$ cat src/rtl/serial_subtractor.sv
`default_nettype none
// ============================================================================
//  Module      : serial_subtractor
//  Description : Bit-serial unsigned subtractor computing diff = a - b one
//                bit per clock, LSB first, behind a start/done handshake.
//                The final borrow flags a < b.
//  Revision    : 1.0 - initial release
// ============================================================================
module serial_subtractor #(
    parameter int WIDTH = 8
) (
    input  logic             clk,
    input  logic             rst,
    input  logic             start,
    input  logic [WIDTH-1:0] a,
    input  logic [WIDTH-1:0] b,
    output logic             busy,
    output logic             done,
    output logic [WIDTH-1:0] diff,
    output logic             borrow_out
);

    // One spare counter bit so the compare against WIDTH-1 can never see a wrap.
    localparam int                 c_CNT_W    = $clog2(WIDTH) + 1;
    localparam logic [c_CNT_W-1:0] c_CNT_LAST = c_CNT_W'(WIDTH - 1);
    localparam logic [c_CNT_W-1:0] c_CNT_ONE  = c_CNT_W'(1);

    localparam logic [1:0] c_ST_IDLE  = 2'd0;
    localparam logic [1:0] c_ST_SHIFT = 2'd1;
    localparam logic [1:0] c_ST_DONE  = 2'd2;

    logic [1:0]         r_state;
    logic [WIDTH-1:0]   r_a_sr;
    logic [WIDTH-1:0]   r_b_sr;
    logic [WIDTH-1:0]   r_res_sr;
    logic               r_bw;
    logic [c_CNT_W-1:0] r_cnt;
    logic               r_busy;
    logic               r_done;
    logic [WIDTH-1:0]   r_diff;
    logic               r_borrow;

    logic               w_d;
    logic               w_bw_next;
    logic [WIDTH-1:0]   w_res_next;
    logic               w_last;

    // Full-subtractor cell on the current LSBs plus the running borrow.
    always_comb begin
        w_d        = r_a_sr[0] ^ r_b_sr[0] ^ r_bw;
        w_bw_next  = (~r_a_sr[0] & r_b_sr[0]) | (~(r_a_sr[0] ^ r_b_sr[0]) & r_bw);
        w_res_next = {w_d, r_res_sr[WIDTH-1:1]};
        w_last     = (r_cnt == c_CNT_LAST);
    end

    // Control FSM and serial datapath; busy/done are registered from the next state.
    always_ff @(posedge clk or posedge rst) begin
        if (rst) begin
            r_state  <= c_ST_IDLE;
            r_a_sr   <= '0;
            r_b_sr   <= '0;
            r_res_sr <= '0;
            r_bw     <= 1'b0;
            r_cnt    <= '0;
            r_busy   <= 1'b0;
            r_done   <= 1'b0;
            r_diff   <= '0;
            r_borrow <= 1'b0;
        end else begin
            case (r_state)
                c_ST_IDLE: begin
                    if (start) begin
                        r_a_sr   <= a;
                        r_b_sr   <= b;
                        r_res_sr <= '0;
                        r_bw     <= 1'b0;
                        r_cnt    <= '0;
                        r_state  <= c_ST_SHIFT;
                        r_busy   <= 1'b1;
                    end
                end
                c_ST_SHIFT: begin
                    r_res_sr <= w_res_next;
                    r_a_sr   <= {1'b0, r_a_sr[WIDTH-1:1]};
                    r_b_sr   <= {1'b0, r_b_sr[WIDTH-1:1]};
                    r_bw     <= w_bw_next;
                    r_cnt    <= r_cnt + c_CNT_ONE;
                    if (w_last) begin
                        // Publish the completed result alongside the done pulse.
                        r_diff   <= w_res_next;
                        r_borrow <= w_bw_next;
                        r_state  <= c_ST_DONE;
                        r_busy   <= 1'b0;
                        r_done   <= 1'b1;
                    end
                end
                c_ST_DONE: begin
                    r_state <= c_ST_IDLE;
                    r_done  <= 1'b0;
                end
                default: begin
                    r_state <= c_ST_IDLE;
                    r_busy  <= 1'b0;
                    r_done  <= 1'b0;
                end
            endcase
        end
    end

    assign busy       = r_busy;
    assign done       = r_done;
    assign diff       = r_diff;
    assign borrow_out = r_borrow;

endmodule
`default_nettype wire
$ cat config.mk
export PLATFORM = sky130hd
export DESIGN_NAME = serial_subtractor
export DESIGN_NICKNAME = d
export VERILOG_FILES = /design/src/rtl/serial_subtractor.sv
export SDC_FILE = /design/constraint.sdc
export NUM_CORES = 1
export LEC_CHECK = 0
export CAP_MARGIN = 20
export CORE_MARGIN = 4
export CORE_UTILIZATION = 47
export CTS_CLUSTER_DIAMETER = 100
export DETAILED_ROUTE_END_ITERATION = 16
export PLACE_DENSITY_LB_ADDON = 0.05
export SKIP_LAST_GASP = 1
export SYNTH_ARGS = -nofsm -noshare
export SYNTH_HDL_FRONTEND = slang
export SYNTH_SLANG_ARGS = --single-unit
$ cat constraint.sdc
create_clock -name clk -period 1.7 [get_ports clk]
set_clock_uncertainty 0.15 [all_clocks]
set_input_delay 0.17 -clock clk [delete_from_list [all_inputs] [get_ports clk]]
set_output_delay 0.17 -clock clk [all_outputs]
set_load 0.03 [all_outputs]
==> summary.md, run 1 <==
| Metric | Value |
|---|---|
| Switching pwr | `0.001409 W` |
| Seq pwr share | `40.6%` |
| Mapped Nets | `183` |
| Max-Cap Viols | `0` |
| Largest area contributor in the netlist | `dfrtp_1` |
| Die height | `70.96 um` |
| Synth Instances | `162` |
| Cell-internal power | `0.002652 W` |
| Status | `completed` |
| Count leader, synth | `dfrtp_1` |
| All-Layer GR Usage | `16.63%` |
| Avg Cell Area, Syn | `11.50 sq um` |
| Multi-input logic area | `757.0 sq um` |
| DR WL/cell | `15.67 um` |
| First-pass GRT wire length | `6637 um` |
| Ranking of synthesized cells by area | `dfrtp_1, a22oi_1, mux2_4` |
| Die area | `5035 sq um` |
| Clk sink count | `41` |
| Cts bufs inserted | `5` |
| Chip Width | `70.96 um` |
| Clock period minus worst slack | `1.657 ns` |
| Vias | `1423` |
| Synth cell count leaders | `dfrtp_1, a21oi_1, o21ai_0` |
| Initial drt markers | `71` |
| Syn-to-layout area delta | `27.94%` |
| Number of global-route vias before repair | `1456` |
| Critical Path End Type | `output port` |
| Diode count | `0` |
| Largest stage delay, worst path | `0.68 ns` |
| DRC | `0` |
| Post-synth EDFFs | `0` |
| Final TNS setup | `0 ns` |
| Number of synthesis warnings | `0` |
| Ys flop type | `dfrtp_1` |
| Delay-heaviest family, CP | `buffers and inverters` |
| Worst slew margin | `78.26%` |
| Initial core utilization | `49.77%` |
| Switching Fraction | `34.70%` |
| Post-Syn Area | `1863 sq um` |
| Period utilization | `97.50%` |
| Routed Antenna Nets | `0` |
| Worst-path clk slew | `0.08 ns` |
| Via density | `5.738` |
| VDD IR max | `0.7377 mV` |
| Drt total wl | `3887 um` |
| Finish-stage setup viols | `0` |
| Routability-driven placement congestion ratio | `0.7619` |
| Worst-skew pair later-pin latency | `0.29 ns` |
| Yosys cell types | `30` |
| Synthesized flop and latch total | `41` |
| CTS tree | `built` |
| CP Data Arrival Time | `1.34 ns` |
| I/O pin cnt | `30` |
| Fin. Hold Viols | `0` |
| Grt total ovfl | `0` |
| Asr flop ratio synth | `100.0%` |
| Share of cells above drive strength 1 | `16.00%` |
| Pleak | `1.089 nW` |
| Hold Path Class | `input pin to async pin` |
| Final nets | `220` |
| WP buf/inv | `1` |
| Post-synth top area share | `55.07%` |
| CP Class | `register to output port` |
| Clk pwr share | `19.6%` |
| Tightest Pin Transition | `0.3256 ns` |
| Core Region | `3744 sq um` |
| First-pass DRT Iterations | `4` |
| FP Rows | `22` |
| Slowest library cell on the worst path | `clkdlybuf4s50_1` |
| Gate power share | `39.8%` |
| CP cell instances | `clkdlybuf4s50_1` |
| Startpoint Class | `register` |
| CTS Root Cell | `clkbuf_8` |
| # fillers | `308` |
| PD cells | `1704 nW/um^2` |
| Final HPWL DP | `2664 um` |
| Worst path required time | `1.38 ns` |
| Maximum buffer depth of the clock tree | `2` |
| H-tree levels | `2` |
| Initial antenna violation count | `0` |
| CP Max Fanout | `2` |
| Fmax | `603.3 MHz` |
| Pins Over Slew Limit | `0` |
| Port bufs | `29` |
| Sequential Area | `1027 sq um` |
| Seq/Total Area, Yosys | `55.07%` |
| Largest net degree at the start of global routing | `42` |
| WHS | `0.08158 ns` |
| RSZ-0062 raised after global routing | `yes` |
| CTS hold repair buffers | `0` |
[final cells by class]
type / count / area share, %
clock buffer: 7 / 3.622
clock inverter: 1 / 1.260
inverter: 6 / 0.9449
multi-input combinational: 104 / 31.76
sequential: 41 / 43.10
tap: 48 / 2.520
timing repair buffer: 41 / 16.80
[cells by family (layout without fill, tap and decap cells)]
logic type | count (synthesis) | count (layout) | share of synthesized area, %
AO/OA/AOI/OAI | 65 | 65 | 22.16
multiplexers | 9 | 9 | 6.783
flip-flops | 41 | 41 | 55.07
buffers and inverters | 18 | 55 | 5.372
AND/OR/NAND/NOR | 27 | 28 | 8.865
adder cells (fa/ha/maj) | 2 | 2 | 1.746
[power by group through the flow]
stage	Sequential (W)	Clock [W]	Combinational [W]
global route	0.00170	0.000851	0.00177
detailed placement	0.00165	0	0.00160
global placement	0.00162	0	0.00155
finish	0.00165	0.000796	0.00162
CTS	0.00163	0.000817	0.00163
floorplan	0.00180	0	0.000897
[metal layers]
metal,up-vias,GRT usage (%),wire (um)
met3,7,4.830,191
met2,38,28.12,1921
met5,-,0,0
met4,0,5.428,58
met1,718,20.44,1716
li1,660,-,-
[cells in the final DEF (no fill, tap or decap), types with 3 or more instances in the layout]
cell type	count
clkdlybuf4s50_1	26
o21ai_0	17
nor2b_1	16
buf_4	11
nand2_1	5
dlymetal6s2s_1	3
mux2_4	7
a22o_1	9
a21oi_1	18
clkbuf_8	6
a22oi_1	14
inv_1	6
dfrtp_1	40
[per-stage QoR]
stage / util [%] / total power [W] / std cells / setup slack, ns / instance area, sq um
after floorplan: - / 0.002701 / 162 / 0.05872 / 1863
after global placement: 59.79 / 0.003169 / 239 / 0.09933 / 2238
after detailed placement: 59.79 / 0.003250 / 239 / 0.04933 / 2238
after CTS: 63.10 / 0.004082 / 248 / 0.004713 / 2362
after global routing: 63.67 / 0.004322 / 248 / 0.008012 / 2384
final: 63.67 / 0.004061 / 248 / 0.04253 / 2384
[path summary, 6_finish.rpt]
| check | startpoint | to | slack (ns) | cells past startpoint |
|---|---|---|---|---|
| worst min-delay path | rst | r_b_sr[0]$_DFFE_PP0P_ | 0.08 | 3 |
| worst min register to register | done$_DFFE_PP0P_ | done$_DFFE_PP0P_ | 0.33 | 1 |
| worst max register to register | r_cnt[1]$_DFFE_PP0P_ | diff[6]$_DFFE_PP0P_ | 0.06 | 4 |
| worst max-delay path | diff[0]$_DFFE_PP0P_ | diff[0] | 0.04 | 1 |
| min in group clk | done$_DFFE_PP0P_ | done$_DFFE_PP0P_ | 0.33 | 1 |
| max in group asynchronous | rst | r_cnt[0]$_DFFE_PP0P_ | 1.11 | 3 |
[flip-flops by register name (all words and copies together), names as in the netlist]
| signal | count |
|---|---|
| busy | 1 |
| diff | 8 |
| r_a_sr | 8 |
| borrow_out | 1 |
| r_b_sr | 8 |
| done | 1 |
| r_state | 2 |
| r_bw | 1 |
| r_cnt | 4 |
| r_res_sr | 7 |
[repair_timing]
item / in CTS / in global routing
gates cloned: 1 / 0
pin swaps: 0 / 1
setup buffers: 0 / 0
setup endpoints to repair: 1 / 11
resized for setup: 0 / 6
Note: power is estimated with default switching activity, not from simulation.
==> run 2, diff against run 1 <==
ABC_AREA = 1   (was default)
PLACE_DENSITY_LB_ADDON = 0.12   (was 0.05)
==> run 2 against run 1 <==
Clock power is 15% higher. Combinational power is 4% higher. Highest routed layer unchanged. Worst hold slack worse by 0.0050 ns. Clock-buffer cell count is 2 lower.
==> summary.md, run 2 <==
| Metric | Value |
|---|---|
| VDD IR max | `0.7780 mV` |
| Post-synth EDFFs | `0` |
| PD cells | `1896 nW/um^2` |
| Hold Path Class | `input pin to async pin` |
| Mapped Nets | `219` |
| Vias | `1372` |
| Initial drt markers | `67` |
| Fmax | `602.2 MHz` |
| Synth cell count leaders | `nand2_1, nand3_1, dfrtp_1` |
| CTS hold repair buffers | `0` |
| Post-CTS sizing | `0` |
| Synth Instances | `198` |
| RSZ-0062 raised after global routing | `no` |
| Clk sink count | `41` |
| Status | `completed` |
| Largest area contributor in the netlist | `dfrtp_1` |
| Largest stage delay, worst path | `0.68 ns` |
| Largest net degree at the start of global routing | `42` |
| Delay-heaviest family, CP | `buffers and inverters` |
| Final nets | `250` |
| Pleak | `1.115 nW` |
| FP Rows | `22` |
| WP buf/inv | `1` |
| Core Region | `3661 sq um` |
| Cts bufs inserted | `5` |
| Number of global-route vias before repair | `1405` |
| Startpoint Class | `register` |
| DRC | `0` |
| Yosys cell types | `20` |
| Final core utilization | `61.41%` |
| First-pass GRT wire length | `5920 um` |
| Post-Syn Area | `1790 sq um` |
| Max-Cap Viols | `0` |
| Slowest library cell on the worst path | `clkdlybuf4s50_1` |
| Worst-skew pair later-pin latency | `0.29 ns` |
| Diode count | `0` |
| Placed Area | `2115 sq um` |
| CP Max Fanout | `2` |
| Port bufs | `29` |
| Asr flop ratio synth | `100.0%` |
| Via density | `4.935` |
| Commonest non-fill, non-tap cell in the layout | `nand2_1` |
| Ys flop type | `dfrtp_1` |
| CTS Root Cell | `clkbuf_8` |
| H-tree levels | `2` |
| Drt total wl | `3347 um` |
| CTS tree | `built` |
| Avg Cell Area, Syn | `9.043 sq um` |
| Ranking of synthesized cells by area | `dfrtp_1, nand2_1, nand3_1` |
| Routability-driven placement congestion ratio | `0.7307` |
| CP Class | `register to output port` |
| Count leader, synth | `nand2_1` |
| Die area | `4861 sq um` |
| Worst slew margin | `65.76%` |
| CP cell instances | `clkdlybuf4s50_1` |
| Final HPWL DP | `2250 um` |
| Final TNS setup | `0 ns` |
| All-Layer GR Usage | `15.20%` |
| DR WL/cell | `12.04 um` |
| Pins Over Slew Limit | `0` |
| Period utilization | `97.68%` |
| Worst path required time | `1.38 ns` |
| Worst-path clk slew | `0.08 ns` |
| WHS | `0.07662 ns` |
| Grt total ovfl | `0` |
| Most frequent cells in the layout | `nand2_1, nand3_1, dfrtp_1, clkdlybuf4s50_1, inv_1` |
| Syn-to-layout area delta | `25.58%` |
| I/O pin cnt | `30` |
| Share of cells above drive strength 1 | `8.261%` |
| Synthesized flop and latch total | `41` |
| Number of synthesis warnings | `0` |
| Critical Path End Type | `output port` |
| Seq/Total Area, Yosys | `57.30%` |
| Final Cell Area | `2248 sq um` |
| Chip Width | `69.72 um` |
| Initial core utilization | `48.91%` |
| Clock period minus worst slack | `1.661 ns` |
| Finish-stage setup viols | `0` |
| Maximum buffer depth of the clock tree | `2` |
| Tightest Pin Transition | `0.5119 ns` |
| Fin. Hold Viols | `0` |
| Routed Antenna Nets | `0` |
| Post-synth top area share | `57.30%` |
| Initial antenna violation count | `0` |
| Postcts setup bufs | `0` |
| CP Data Arrival Time | `1.34 ns` |
| Die height | `69.72 um` |
| First-pass DRT Iterations | `4` |
[run 2: through the flow]
stage | setup WS (ns) | instances | total power [W]
4_1_cts | 0.02490 | 278 | 0.004301
3_5_place_dp | 0.2139 | 270 | 0.003373
2_1_floorplan | 0.3094 | 198 | 0.002875
3_3_place_gp | 0.2534 | 270 | 0.003316
6_report | 0.03947 | 278 | 0.004263
5_1_grt | 0.002491 | 278 | 0.004572
[run 2: cells by family after synthesis]
family,Yosys count,share of synthesized area (%)
adders and majority gates,2,1.817
AOI/OAI and AO/OA,11,3.494
buffers and inverters,26,7.407
and+or+nand+nor,118,29.98
DFF,41,57.30
[run 2: report_power, final]
group          switching (W)  internal, W  total (W)
sequential          0.000259      0.00141    0.00167
clock               0.000335     0.000583   0.000918
combinational        0.00103     0.000653    0.00168
total                0.00162      0.00264    0.00426
[run 2: layout make-up]
class	instances	area (sq um)
fill	308	1413
sequential	41	1026
multi-input combinational	131	631.9
timing repair buffer	33	332.8
clock buffer	5	68.82
clock inverter	3	65.06
inverter	17	63.81
tap	48	60.06
[run 2: layer usage]
layer	up-vias	global-route usage [%]	share of wire [%]
met2	33	25.74	48
met4	0	5.745	1.7
met5	-	0	0
met1	633	18.05	45
met3	7	4.783	5.0
li1	699	-	-
[run 2: worst paths after layout]
kind,startpoint,endpoint,slack [ns],cells past startpoint
worst min-delay path,rst,r_state[0]$_DFFE_PP0P_,0.08,3
worst min register to register,diff[4]$_DFFE_PP0P_,diff[4]$_DFFE_PP0P_,0.33,2
worst max-delay path,diff[0]$_DFFE_PP0P_,diff[0],0.04,1
worst max register to register,r_state[1]$_DFFE_PP0P_,r_cnt[0]$_DFFE_PP0P_,0.18,4
min in group clk,a[7],r_a_sr[7]$_DFFE_PP0P_,0.25,3
max in group asynchronous,rst,r_b_sr[4]$_DFFE_PP0P_,1.12,3
[run 2: worst register-to-register path, cell delays in order, from the launching register on]
cell and delay [ns]:
dfrtp_1 0.39, inv_1 0.10, nand2_2 0.40, nand2_2 0.21
a21oi_1 0.19
==> run 3, diff against run 2 <==
ABC_AREA = default   (was 1)
CELL_PAD_IN_SITES_DETAIL_PLACEMENT = 1   (was default)
CELL_PAD_IN_SITES_GLOBAL_PLACEMENT = 1   (was default)
CORE_UTILIZATION = 37   (was 47)
PLACE_DENSITY = 0.82   (was default)
PLACE_DENSITY_LB_ADDON = default   (was 0.12)
==> run 3 against run 2 <==
Clock-buffer cell count increased by 2. Utilization decreased by 12 points. Routed wire length increased by 29%. Design area increased by 5.6%. Power decreased by 8.1%. Critical path type is now register to register. Via count increased by 1.5%. Non-clock buffer count increased by 10. Critical path depth increased by 3.
==> summary.md, run 3 (same netlist as run 1, synthesis figures left out) <==
| Metric | Value |
|---|---|
| Finish-stage setup viols | `0` |
| Grt total ovfl | `0` |
| All-Layer GR Usage | `14.46%` |
| R2R Path End | `diff[6]$_DFFE_PP0P_` |
| Core Region | `4786 sq um` |
| Pleak | `1.054 nW` |
| PD cells | `1650 nW/um^2` |
| Period utilization | `97.39%` |
| Reg2Reg Depth | `4` |
| Syn-to-layout area delta | `27.40%` |
| CTS Root Cell | `clkbuf_8` |
| Number of global-route vias before repair | `1444` |
| Die area | `6235 sq um` |
| Worst-skew pair later-pin latency | `0.28 ns` |
| Commonest non-fill, non-tap cell in the layout | `dfrtp_1` |
| Worst slew margin | `78.63%` |
| Final nets | `222` |
| Tightest Pin Transition | `0.3195 ns` |
| Largest net degree at the start of global routing | `42` |
| Routability-driven placement congestion ratio | `0.7220` |
| Share of cells above drive strength 1 | `15.92%` |
| Clock period minus worst slack | `1.656 ns` |
| Clk sink count | `41` |
| Diode count | `0` |
| First-pass GRT wire length | `7113 um` |
| Drt total wl | `4304 um` |
| FP Rows | `25` |
| CP Data Arrival Time | `1.67 ns` |
| H-tree levels | `2` |
| I/O pin cnt | `30` |
| Initial core utilization | `38.93%` |
| CP Max Fanout | `5` |
| DR WL/cell | `16.06 um` |
| Die height | `78.96 um` |
| CP Class | `register to register` |
| Max-Cap Viols | `0` |
| DRC | `0` |
| Startpoint Class | `register` |
| Multi-input logic area | `748.2 sq um` |
| Worst setup margin | `0.04439 ns` |
| Routed Antenna Nets | `0` |
| Maximum buffer depth of the clock tree | `2` |
| Via density | `5.194` |
| Port bufs | `29` |
| Total power draw | `0.003916 W` |
| Worst path required time | `1.72 ns` |
| Cts bufs inserted | `5` |
| Worst-path clk slew | `0.07 ns` |
| Pre-CTS worst setup slack | `0.01599 ns` |
| Initial antenna violation count | `0` |
| Reg2reg setup slack | `0.04 ns` |
| Fmax | `604.0 MHz` |
| R2R Path Start | `r_cnt[1]$_DFFE_PP0P_` |
| Pins Over Slew Limit | `0` |
| Chip Width | `78.96 um` |
| Fin. Hold Viols | `0` |
| Most frequent cells in the layout | `dfrtp_1, clkdlybuf4s50_1, a21oi_1, o21ai_0, nor2b_1` |
| Critical Path End Type | `register` |
| Hold Path Class | `input pin to async pin` |
| RSZ-0062 raised after global routing | `yes` |
| First-pass DRT Iterations | `4` |
| Sequential Area | `1026 sq um` |
| # fillers | `519` |
| Final HPWL DP | `2873 um` |
| VDD IR max | `0.7558 mV` |
| Status | `completed` |
| CTS tree | `built` |
| Initial drt markers | `106` |
| Vias | `1392` |
-- run 3: timing repair --
item,CTS,global route
pin swaps,1,1
gates resized for setup,1,2
setup buffers,1,1
gates cloned,0,1
hold buffers,0,0
endpoints found under the setup margin,2,11
-- run 3: worst max-delay path, cell delays in order, from the launching register on --
cell	delay [ns]
dfrtp_1	0.40
ha_1	0.21
and3b_1	0.22
and2_4	0.22
mux2_2	0.34
-- run 3: area by class of cell --
| cell class | count | share of cell area, % |
|---|---|---|
| inverters | 6 | 0.9489 |
| multi-input cells | 104 | 31.52 |
| clock buffers | 7 | 3.637 |
| well taps | 67 | 3.532 |
| repair buffers | 43 | 17.13 |
| flip-flops and latches | 41 | 43.23 |
-- run 3: stage by stage --
stage                TNS (ns)  utilization, %  hold WS (ns)  instances  instance area, sq um
floorplan                   0               -        0.2120        162                  1863
global placement            0           47.27        0.3276        258                  2262
detailed placement          0           47.27        0.3173        258                  2262
CTS                 -0.004320           49.20        0.1004        266                  2355
global route         -0.01381           49.59        0.1211        268                  2374
finish                      0           49.59       0.09028        268                  2374
-- run 3: power by group --
| group | total [W] | internal [W] | switching [W] |
|---|---|---|---|
| clock | 0.000622 | 0.000322 | 0.000300 |
| sequential | 0.00163 | 0.00135 | 0.000284 |
| combinational | 0.00166 | 0.000824 | 0.000836 |
| total | 0.00392 | 0.00250 | 0.00142 |
-- run 3: worst max path at each step --
| stage | startpoint | to | slack (ns) | cells past startpoint |
|---|---|---|---|---|
| detailed placement | start | r_b_sr[4]$_DFFE_PP0P_ | 0.02 | 5 |
| CTS | r_cnt[0]$_DFFE_PP0P_ | diff[6]$_DFFE_PP0P_ | -0.004 | 4 |
| finish | r_cnt[1]$_DFFE_PP0P_ | diff[6]$_DFFE_PP0P_ | 0.04 | 4 |
| floorplan | r_cnt[0]$_DFFE_PP0P_ | diff[0]$_DFFE_PP0P_ | 0.06 | 5 |
| global route | r_cnt[1]$_DFFE_PP0P_ | diff[6]$_DFFE_PP0P_ | -0.01 | 4 |
| global placement | r_cnt[0]$_DFFE_PP0P_ | diff[6]$_DFFE_PP0P_ | 0.08 | 4 |
-- run 3: layer usage --
| layer | vias to the layer above | share of wire, % | track usage [%] | wire length, um |
|---|---|---|---|---|
| met3 | 2 | 3.3 | 3.741 | 142 |
| met2 | 26 | 51 | 23.82 | 2188 |
| met5 | - | 0 | 0 | 0 |
| met4 | 0 | 0.63 | 3.436 | 27 |
| met1 | 706 | 45 | 19.09 | 1945 |
| li1 | 658 | - | - | - |
